<file path="config.mk">
export PLATFORM = sky130hd
export DESIGN_NAME = ifu_prefetch
export DESIGN_NICKNAME = d
export VERILOG_FILES = /design/src/rtl/ifu_prefetch.sv
export SDC_FILE = /design/constraint.sdc
export NUM_CORES = 1
export LEC_CHECK = 0
export BUFFER_PORTS_ARGS = -buffer_cell sky130_fd_sc_hd__clkbuf_2
export CORE_MARGIN = 2
export CORE_UTILIZATION = 59
export CTS_BUF_LIST = sky130_fd_sc_hd__clkbuf_16
export CTS_CLUSTER_DIAMETER = 30
export DETAILED_ROUTE_END_ITERATION = 10
export GPL_TIMING_DRIVEN = 0
export PLACE_DENSITY = 0.86
export SLEW_MARGIN = 25
export SYNTH_ARGS = -nofsm -noshare
export SYNTH_HDL_FRONTEND = slang
export SYNTH_SLANG_ARGS = --single-unit
</file>
<file path="constraint.sdc">
create_clock -name clk -period 20.7 [get_ports clk]
set_clock_uncertainty 0.05 [all_clocks]
set_input_delay 4.14 -clock clk [delete_from_list [all_inputs] [get_ports clk]]
set_output_delay 4.14 -clock clk [all_outputs]
set_load 0.03 [all_outputs]
</file>
<file path="src/rtl/ifu_prefetch.sv">
// rtl/ifu_prefetch.sv - instruction fetch unit with PC, ROM address drive and {pc, inst} prefetch queue
module ifu_prefetch #(
   parameter int                    ADDR_WIDTH = 32,
   parameter int                    DATA_WIDTH = 32,
   parameter int                    FIFO_DEPTH = 2,
   parameter logic [ADDR_WIDTH-1:0] RESET_PC   = '0
) (
   input  logic                  clk,
   input  logic                  rst_n,
   output logic [ADDR_WIDTH-1:0] rom_addr_o,
   input  logic [DATA_WIDTH-1:0] rom_data_i,
   input  logic                  redirect_i,
   input  logic [ADDR_WIDTH-1:0] redirect_pc_i,
   input  logic                  halt_i,
   output logic                  id_valid_o,
   input  logic                  id_ready_i,
   output logic [DATA_WIDTH-1:0] id_inst_o,
   output logic [ADDR_WIDTH-1:0] id_pc_o
);

   localparam int PTR_W = (FIFO_DEPTH > 1) ? $clog2(FIFO_DEPTH) : 1;
   localparam int CNT_W = PTR_W + 1;
   localparam logic [CNT_W-1:0]      DEPTH_C    = CNT_W'(FIFO_DEPTH);
   localparam logic [ADDR_WIDTH-1:0] ALIGN_MASK = ~ADDR_WIDTH'(3);
   localparam logic [ADDR_WIDTH-1:0] RESET_PC_A = RESET_PC & ALIGN_MASK;

   logic [ADDR_WIDTH-1:0] pc_q;
   logic [PTR_W-1:0]      rd_ptr;
   logic [PTR_W-1:0]      wr_ptr;
   logic [CNT_W-1:0]      count;
   logic [DATA_WIDTH-1:0] mem_inst [FIFO_DEPTH];
   logic [ADDR_WIDTH-1:0] mem_pc   [FIFO_DEPTH];

   logic push;
   logic pop;

   // Handshake and fetch qualification; redirect voids both directions in its cycle.
   always_comb begin
      id_valid_o = (count != '0) & ~redirect_i;
      pop        = id_valid_o & id_ready_i;
      push       = ~redirect_i & ~halt_i & ((count < DEPTH_C) | pop);
   end

   assign rom_addr_o = pc_q;
   assign id_inst_o  = mem_inst[rd_ptr];
   assign id_pc_o    = mem_pc[rd_ptr];

   // PC, pointers and occupancy; redirect flushes the queue and reloads the PC.
   always_ff @(posedge clk) begin
      if (!rst_n) begin
         pc_q   <= RESET_PC_A;
         rd_ptr <= '0;
         wr_ptr <= '0;
         count  <= '0;
      end else if (redirect_i) begin
         pc_q   <= redirect_pc_i & ALIGN_MASK;
         rd_ptr <= '0;
         wr_ptr <= '0;
         count  <= '0;
      end else begin
         if (push) begin
            pc_q   <= pc_q + ADDR_WIDTH'(4);
            wr_ptr <= wr_ptr + PTR_W'(1);
         end
         if (pop) begin
            rd_ptr <= rd_ptr + PTR_W'(1);
         end
         case ({push, pop})
            2'b10:   count <= count + CNT_W'(1);
            2'b01:   count <= count - CNT_W'(1);
            default: count <= count;
         endcase
      end
   end

   // Queue storage; cleared on reset so the head reads as zero until the first fetch.
   always_ff @(posedge clk) begin
      if (!rst_n) begin
         for (int i = 0; i < FIFO_DEPTH; i++) begin
            mem_inst[i] <= '0;
            mem_pc[i]   <= '0;
         end
      end else if (push) begin
         mem_inst[wr_ptr] <= rom_data_i;
         mem_pc[wr_ptr]   <= pc_q;
      end
   end

endmodule
</file>
==> flow_summary.yaml, run 1 <==
route:
  postRouteWirelength_um: 18600
  vias: 5717
  wl_per_cell_um: 19.3
  drcViolationCount: 0
  ant_nets: 0
  drt_iter0_drc: 604
  drt-vias-per-instance: 5.93
  first_pass_iters: 5
logic_synthesis:
  syn_inst: 599
  yosysTopAreaCell: "edfxtp_1"
  synth_area_leaders: "edfxtp_1, and2_1, dfxtp_1"
  yosysSeqAreaShare_pct: 60.0
  ys_warn_count: 0
  synth-edff-count: 124
  async_flop_share_pct: 0
  synth.top_cells.by_count: "edfxtp_1, and2_1, mux2_2"
  synth_top_area_share_pct: 50.5
  ys_ff_latch: 159
  yosysUniqueCellTypes: 46
  synth_flop_cell: "edfxtp_1"
  avgSynthCellArea_um2: 12.3
  syn_area_mm2: 0.00738
  synth.most_common_cell: "edfxtp_1"
timing:
  report.final.slew_viol_count: 0
  final-setup-viol-count: 0
  relSlewSlack_pct: 49.7
  min_period_ps: 9220
  tns_ps: 0
  post-route-period-util_pct: 44.5
  hold_viol: 0
  max_freq_ghz: 0.108
  worstMarginPinSlew_ps: 747
  rsz0062_at_grt: "false"
placed_design:
  routabilityCongestion: 0.931
  place_hpwl_um: 13000
  dp_cells: 932
  dpl_cell_area_mm2: 0.00852
  port_buffers: 158
layout:
  syn2layout_area_growth_pct: 24.3
  drive_above_1_share_pct: 34.2
  final_nets: 854
  finalNonFillerCells: 964
  design_area_mm2: 0.00917
  antenna_cells: 0
cts:
  cts_tree: "built"
  cts_sinks: 159
  holdBufCountCts: 0
  cts_max_level: 4
  path_clk_slew_ps: 60
  cts_root_buffer: "clkbuf_16"
  clk_latency_ps: 420
  post_cts_buffers: 0
  cts_resized: 0
  numCtsBuffers: 17
  cts_max_path_buffers: 2
die:
  core_area_mm2: 0.0121
  row_count: 40
  pin_count: 166
  die-area_mm2: 0.0134
  die_h_um: 116
  die_w_um: 116
  start_util_pct: 60.9
job:
  drv_cap: 0
critical_path:
  critical_path_class: "primary input to primary output"
  worstPathRequired_ps: 16510
  ff2ff_path_depth: 7
  max_stage_delay_ps: 350
  endpoint_kind: "primary output"
  r2r-start: "count[1]$_SDFFE_PP0P_"
  crit_fanout: 10
  path_cells: "clkbuf_2 > clkbuf_1 > o21ba_2 > clkbuf_2"
  r2r_end: "mem_inst[0][26]$_SDFFCE_PN0P_"
  cp-start-kind: "primary input"
  critPathSlowestCell: "clkbuf_1"
  crit_top_cell: "clkbuf_2"
  crit_arrival_ps: 5030
  reg2reg_slack_ps: 18010
worst_hold_path:
  min-delay-start: "rd_ptr$_SDFFE_PP0P_"
  hold_class: "flip-flop to flip-flop"
  hold-path-endpoint: "rd_ptr$_SDFFE_PP0P_"
  worstHoldPathCells: 2
global_routing:
  grt_antenna_before_repair: 0
  grt_pass1_wl_um: 27600
  grt.overflow.total: 0
  grt_max_degree: 49
  grt_pass1_vias: 5420
  grt_usage_pct: 27.5
power_and_ir_drop:
  p_leak_nw: 3.67
  ir_drop_mv: 0.0380
  total_power_mw: 0.806
  p_per_area_mw_per_mm2: 87.9
outcome:
  status: "completed"
[cell usage in the layout (no fill, tap or decap), drive strengths merged, types with 12 or more instances in the layout]
cell and instances:
a31oi 14, clkbuf 209, nand4 16, buf 12, o21ai 27, nor2 15, inv 12, nand3 12
and2 121, dfxtp 35, edfxtp 124, nand2 18, mux2 62
[power breakdown]
part           internal, mW  switching [mW]  total [mW]  leakage (nW)
combinational        0.0295          0.0573      0.0868          1.75
sequential            0.361          0.0117       0.373          1.60
clock                 0.216           0.130       0.346         0.325
[cell type report]
cell class / instances / area (µm²)
sequential: 159 / 4420
fill: 805 / 2940
multi-input combinational: 394 / 2780
timing repair buffer: 162 / 901
clock buffer: 17 / 425
clock inverter: 15 / 229
tap: 168 / 210
buffer: 42 / 176
inverter: 7 / 26.3
[state kept, by name, summed over array words and instances, names as in the netlist, named ones only]
name	cells
count	2
rd_ptr	1
rom_addr_o	30
mem_inst	64
wr_ptr	1
mem_pc	60
[logic make-up (layout without fill, tap and decap cells)]
group / Yosys count / count (layout) / share of synthesized area [%]
simple gates: 241 / 241 / 19.7
flops: 159 / 159 / 60.0
compound gates: 74 / 74 / 6.43
mux: 62 / 62 / 9.46
buf+inv: 49 / 243 / 2.75
xor+xnor: 11 / 11 / 1.31
fa+ha+maj: 2 / 2 / 0.339
other cells: 1 / 4 / 0.0508
[layer usage]
metal	up-vias	wire, µm	GRT usage [%]
met3	48	1820	5.60
met4	0	481	11.3
met1	2714	7360	35.3
met5	-	0	0
li1	2588	-	-
met2	367	8940	46.0
[metrics by stage]
| stage | hold WS [ps] | worst slack (ps) | util (%) |
|---|---|---|---|
| global placement | 446 | 8510 | 69.3 |
| finish | 483 | 11480 | 75.7 |
| detailed placement | 465 | 11490 | 70.3 |
| CTS | 481 | 11490 | 75.7 |
| floorplan | 430 | 10970 | - |
| global route | 512 | 11400 | 75.7 |
[worst max-delay path: cells and delay by family]
family	cells	cell delay [ps]
buf+inv	3	650
compound gates	1	230
[how the worst max path moves through the flow]
stage	start	endpoint	slack, ps	cells after the start
final	redirect_i	id_valid_o	11480	4
after floorplan	halt_i	mem_inst[0][0]$_SDFFCE_PN0P_	10970	4
after CTS	redirect_i	id_valid_o	11490	4
after global placement	halt_i	mem_pc[0][28]$_SDFFCE_PN0P_	8510	4
after detailed placement	redirect_i	id_valid_o	11490	4
after global routing	redirect_i	id_valid_o	11400	4
No activity file was read; power rests on OpenSTA's default activity.
==> run 2, diff against run 1 <==
--- a/config.mk
+++ b/config.mk
@@ -5,14 +5,15 @@
 export SDC_FILE = /design/constraint.sdc
 export NUM_CORES = 1
 export LEC_CHECK = 0
+export ABC_AREA = 1
 export BUFFER_PORTS_ARGS = -buffer_cell sky130_fd_sc_hd__clkbuf_2
 export CORE_MARGIN = 2
-export CORE_UTILIZATION = 59
+export CORE_UTILIZATION = 50
 export CTS_BUF_LIST = sky130_fd_sc_hd__clkbuf_16
 export CTS_CLUSTER_DIAMETER = 30
 export DETAILED_ROUTE_END_ITERATION = 10
 export GPL_TIMING_DRIVEN = 0
-export PLACE_DENSITY = 0.86
+export PLACE_DENSITY = 0.77
 export SLEW_MARGIN = 25
 export SYNTH_ARGS = -nofsm -noshare
 export SYNTH_HDL_FRONTEND = slang
==> constraint.sdc (replaced) <==
create_clock -name clk -period 7.9 [get_ports clk]
set_clock_uncertainty 0.05 [all_clocks]
set_input_delay 1.58 -clock clk [delete_from_list [all_inputs] [get_ports clk]]
set_output_delay 1.58 -clock clk [all_outputs]
set_load 0.03 [all_outputs]
==> flow_summary.yaml, run 2 <==
job:
  drv_cap: 0
layout:
  multiInputGateArea_mm2: 0.00270
  antenna_cells: 0
  fill_cells: 1253
  seq_area_mm2: 0.00442
  layout.cells.most_common_list: "clkbuf_2, edfxtp_1, nand2_1, nor2_1, inv_1"
  drive_above_1_share_pct: 36.0
  regMostFlops: "mem_inst"
  final_nets: 1025
  largest_reg_flops: 64
  final_common_cell: "clkbuf_2"
  final_util_pct: 62.0
  syn2layout_area_growth_pct: 21.9
die:
  core_area_mm2: 0.0151
  start_util_pct: 50.8
  die_h_um: 128
  die-area_mm2: 0.0164
  row_count: 45
  die_w_um: 128
  pin_count: 166
power_and_ir_drop:
  internal_power_mw: 1.54
  p_per_area_mw_per_mm2: 216
  p_comb_share_pct: 11.6
  sequentialPowerShare_pct: 47.5
  p_leak_nw: 3.95
  clockPowerShare_pct: 40.9
  swShare_pct: 24.3
  ir_drop_mv: 0.152
  p_switching_mw: 0.493
route:
  vias: 5743
  first_pass_iters: 7
  drt_iter0_drc: 283
  wl_per_cell_um: 15.2
  drt-vias-per-instance: 4.97
  ant_nets: 0
  postRouteWirelength_um: 17500
  drcViolationCount: 0
timing:
  relSlewSlack_pct: 62.3
  final-setup-viol-count: 0
  post-route-period-util_pct: 48.1
  min_period_ps: 3800
  hold_viol: 0
  max_freq_ghz: 0.263
  rsz0062_at_grt: "false"
  tns_ps: 0
  worstMarginPinSlew_ps: 566
  report.final.slew_viol_count: 0
logic_synthesis:
  synth.most_common_cell: "edfxtp_1"
  syn_area_mm2: 0.00770
  synth-edff-count: 124
  synth_area_leaders: "edfxtp_1, dfxtp_1, mux2_2"
  yosysSeqAreaShare_pct: 57.5
  synth_flop_cell: "edfxtp_1"
  yosysTopAreaCell: "edfxtp_1"
  ys_ff_latch: 159
  synth_top_area_share_pct: 48.4
  ys_warn_count: 0
  avgSynthCellArea_um2: 9.96
  syn_inst: 773
  synth.top_cells.by_count: "edfxtp_1, nand2_1, nor2_1"
  async_flop_share_pct: 0
  yosysUniqueCellTypes: 34
global_routing:
  grt-busiest-layer: "met2"
  grt_antenna_before_repair: 0
  grt_usage_pct: 22.1
  grt_pass1_vias: 5487
  met1_usage_pct: 28.8
  grt_max_degree: 36
  grt.overflow.total: 0
  met3_usage_pct: 4.34
  gr-usage-met2_pct: 37.0
  grt_pass1_wl_um: 27700
critical_path:
  reg2reg_slack_ps: 5670
  critical_path_class: "flip-flop to primary output"
  crit_fanout: 10
  ff2ff_path_depth: 7
  endpoint_kind: "primary output"
  cp-start-kind: "flip-flop"
  worstPathRequired_ps: 6270
  crit_arrival_ps: 2170
  r2r-start: "count[1]$_SDFFE_PP0P_"
  r2r_end: "mem_pc[1][13]$_SDFFCE_PN0P_"
worst_hold_path:
  hold-path-endpoint: "count[0]$_SDFFE_PP0P_"
  hold_class: "flip-flop to flip-flop"
  worstHoldPathCells: 1
  min-delay-start: "count[0]$_SDFFE_PP0P_"
cts:
  cts_resized: 0
  numCtsBuffers: 17
  post_cts_buffers: 0
  clk_latency_ps: 420
  cts_tree: "built"
  cts_max_path_buffers: 2
  cts_root_buffer: "clkbuf_16"
  cts_max_level: 4
  cts_sinks: 159
  path_clk_slew_ps: 60
  holdBufCountCts: 0
placed_design:
  routabilityCongestion: 0.935
  port_buffers: 157
  place_hpwl_um: 12500
outcome:
  status: "completed"
## run 2: cell types whose count changed after synthesis, moves of 9 or more
cell / previous run / this run
nand3_1: 12 / 36
nor2_1: 15 / 110
and2_1: 121 / 2
clkbuf_1: 33 / 6
buf_2: 2 / 15
inv_1: 6 / 97
nand2_1: 18 / 123
nor3_1: 9 / 0
nand4_1: 15 / 0
a21oi_1: 7 / 28
nor4_1: 10 / 0
nor2_2: 0 / 58
## run 2: worst max path at each step
stage | start | to | slack (ps) | cells past startpoint
after global routing | flip-flop | id_pc_o[27] | 4020 | 4
after CTS | flip-flop | id_pc_o[29] | 4060 | 4
after global placement | redirect_i | mem_pc[0][28]$_SDFFCE_PN0P_ | 2650 | 8
after detailed placement | redirect_i | id_valid_o | 4130 | 3
after floorplan | redirect_i | mem_inst[0][0]$_SDFFCE_PN0P_ | 3660 | 8
final | flip-flop | id_pc_o[28] | 4100 | 4
## run 2: cells by family after synthesis
kind of cell | Yosys count | synth area share, %
other | 1 | 0.0487
and+or+nand+nor | 338 | 19.7
adders and majority gates | 2 | 0.325
buffers and inverters | 135 | 7.82
DFF | 159 | 57.5
xor gates and xnor gates | 5 | 0.569
AOI/OAI and AO/OA | 71 | 5.01
muxes | 62 | 9.07
## run 2: critical path: stages (launching register included)
cell and delay (ps):
dfxtp_1 340, clkbuf_1 450, buf_2 400, mux2_2 380, clkbuf_2 180
## run 2: metrics by stage
step                      hold WS, ps  area (µm²)  power [mW]  cells  setup slack [ps]
after floorplan                   372        7710        1.14    776              3660
after global placement            384        8730        1.21   1121              2650
after detailed placement          393        8780        1.22   1123              4130
after CTS                         401        9390        2.04   1155              4060
after global routing              426        9390        2.11   1155              4020
final                             402        9390        2.03   1155              4100
## run 2: power by group through the flow
stage | logic [mW] | registers [mW] | clock network, mW
final | 0.236 | 0.965 | 0.831
after global routing | 0.255 | 0.969 | 0.881
after CTS | 0.238 | 0.965 | 0.841
after detailed placement | 0.236 | 0.982 | 0
after global placement | 0.231 | 0.984 | 0
after floorplan | 0.141 | 0.997 | 0
## run 2: layer usage
layer  wire (µm)  vias to the layer above
met5           0                        -
met4         371                        0
met3         990                       25
met2        8560                      187
met1        7590                     2642
li1            -                     2889
## run 2: layout make-up
class / instances / share of cell area, %
Buffer: 36 / 2.45
Clock buffer: 17 / 4.53
Clock inverter: 15 / 1.88
Inverter: 99 / 3.96
Multi-Input combinational cell: 482 / 28.7
Sequential cell: 159 / 47.1
Tap cell: 188 / 2.51
Timing Repair Buffer: 159 / 8.80
==> run 3, diff against run 2 <==
--- a/config.mk
+++ b/config.mk
@@ -5,15 +5,15 @@
 export SDC_FILE = /design/constraint.sdc
 export NUM_CORES = 1
 export LEC_CHECK = 0
-export ABC_AREA = 1
+export ABC_AREA = 0
 export BUFFER_PORTS_ARGS = -buffer_cell sky130_fd_sc_hd__clkbuf_2
 export CORE_MARGIN = 2
-export CORE_UTILIZATION = 50
+export CORE_UTILIZATION = 54
 export CTS_BUF_LIST = sky130_fd_sc_hd__clkbuf_16
 export CTS_CLUSTER_DIAMETER = 30
 export DETAILED_ROUTE_END_ITERATION = 10
 export GPL_TIMING_DRIVEN = 0
-export PLACE_DENSITY = 0.77
+export PLACE_DENSITY = 0.8
 export SLEW_MARGIN = 25
 export SYNTH_ARGS = -nofsm -noshare
 export SYNTH_HDL_FRONTEND = slang
==> constraint.sdc (replaced) <==
create_clock -name clk -period 3.5 [get_ports clk]
set_clock_uncertainty 0.05 [all_clocks]
set_input_delay 0.7 -clock clk [delete_from_list [all_inputs] [get_ports clk]]
set_output_delay 0.7 -clock clk [all_outputs]
set_load 0.03 [all_outputs]
==> flow_summary.yaml, run 3 (synthesis results as in run 1) <==
layout:
  final_common_cell: "clkbuf_2"
  drive_above_1_share_pct: 33.5
  layout.cells.most_common_list: "clkbuf_2, edfxtp_1, and2_1, mux2_2, dfxtp_1"
  regMostFlops: "mem_inst"
  largest_reg_flops: 64
  antenna_cells: 0
  final_nets: 854
  syn2layout_area_growth_pct: 23.9
cts:
  path_clk_slew_ps: 60
  clk_latency_ps: 410
  cts_root_buffer: "clkbuf_16"
  cts_max_level: 4
  cts_resized: 0
  post_cts_buffers: 0
  numCtsBuffers: 17
  cts_tree: "built"
  cts_sinks: 159
  cts_max_path_buffers: 2
  holdBufCountCts: 0
global_routing:
  grt_antenna_before_repair: 0
  grt_usage_pct: 25.5
  grt_pass1_wl_um: 28500
  grt_pass1_vias: 5436
  grt.overflow.total: 0
  grt_max_degree: 34
critical_path:
  max_stage_delay_ps: 630
  endpoint_kind: "primary output"
  r2r-start: "count[1]$_SDFFE_PP0P_"
  crit_top_cell: "clkbuf_1"
  ff2ff_path_depth: 7
  reg2reg_slack_ps: 840
  crit_fanout: 10
  cp-start-kind: "flip-flop"
  crit_arrival_ps: 2290
  critPathSlowestCell: "clkbuf_1"
  path_cells: "clkbuf_1 > clkbuf_1 > mux2_2 > clkbuf_2"
  critical_path_class: "flip-flop to primary output"
  worstPathRequired_ps: 2750
  r2r_end: "mem_inst[0][25]$_SDFFCE_PN0P_"
outcome:
  status: "completed"
worst_hold_path:
  worstHoldPathCells: 2
  hold_class: "flip-flop to flip-flop"
  min-delay-start: "count[1]$_SDFFE_PP0P_"
  hold-path-endpoint: "count[1]$_SDFFE_PP0P_"
die:
  die_w_um: 121
  core_area_mm2: 0.0133
  start_util_pct: 55.5
  die_h_um: 121
  row_count: 42
  pin_count: 166
  die-area_mm2: 0.0146
route:
  drcViolationCount: 0
  drt-vias-per-instance: 5.75
  ant_nets: 0
  drt_iter0_drc: 422
  postRouteWirelength_um: 18400
  vias: 5587
  first_pass_iters: 5
  wl_per_cell_um: 18.9
timing:
  min_period_ps: 3040
  final-setup-viol-count: 0
  post-route-period-util_pct: 86.9
  worstMarginPinSlew_ps: 761
  relSlewSlack_pct: 48.9
  report.final.slew_viol_count: 0
  hold_viol: 0
  rsz0062_at_grt: "false"
  max_freq_ghz: 0.329
  layout_setup_ws_ps: 459
placed_design:
  preCtsSetupSlack_ps: 407
  routabilityCongestion: 0.889
  port_buffers: 158
  place_hpwl_um: 13100
power_and_ir_drop:
  total_power_mw: 4.69
  p_leak_nw: 3.65
  ir_drop_mv: 0.338
  p_per_area_mw_per_mm2: 513
job:
  drv_cap: 0
run 3: worst max path at each step:
stage	startpoint	to	cells after the start
2_1_floorplan	halt_i	mem_inst[0][0]$_SDFFCE_PN0P_	4
3_3_place_gp	halt_i	mem_pc[0][17]$_SDFFCE_PN0P_	4
3_5_place_dp	halt_i	mem_inst[0][25]$_SDFFCE_PN0P_	7
4_1_cts	flip-flop	id_pc_o[15]	4
5_1_grt	flip-flop	id_pc_o[15]	4
6_report	flip-flop	id_pc_o[15]	4
run 3: power by group:
| group | internal, mW | total, mW | switching (mW) |
|---|---|---|---|
| clock network | 1.25 | 1.98 | 0.726 |
| registers | 2.14 | 2.20 | 0.0666 |
| logic | 0.171 | 0.509 | 0.338 |
run 3: layout make-up:
class | instances | area, µm²
buffer | 42 | 176
timing repair buffer | 162 | 881
multi-input combinational | 394 | 2780
fill | 1011 | 4150
tap | 176 | 220
inverter | 7 | 26.3
clock inverter | 15 | 206
clock buffer | 17 | 425
sequential | 159 | 4420
run 3: metal layers:
| layer | global-route usage (%) | vias to the layer above | part of all wire [%] |
|---|---|---|---|
| li1 | - | 2585 | - |
| met1 | 34.0 | 2712 | 42 |
| met2 | 40.8 | 262 | 47 |
| met3 | 6.72 | 28 | 8.8 |
| met4 | 8.43 | 0 | 1.8 |
| met5 | 0 | - | 0 |
run 3: per-stage QoR:
step                util [%]  cells  cell area, µm²  TNS, ps  hold slack, ps
global route            68.8    972            9140        0             511
finish                  68.8    972            9140        0             484
floorplan                  -    602            7390        0             430
CTS                     68.8    972            9140        0             481
global placement        63.2    936            8400  -102520             445
detailed placement      64.0    940            8510        0             472
run 3: worst max-delay path: cells and delay by family (launching register included):
| family | cells | cell delay [ps] |
|---|---|---|
| multiplexers | 1 | 430 |
| flip-flops | 1 | 300 |
| buffers and inverters | 3 | 1150 |
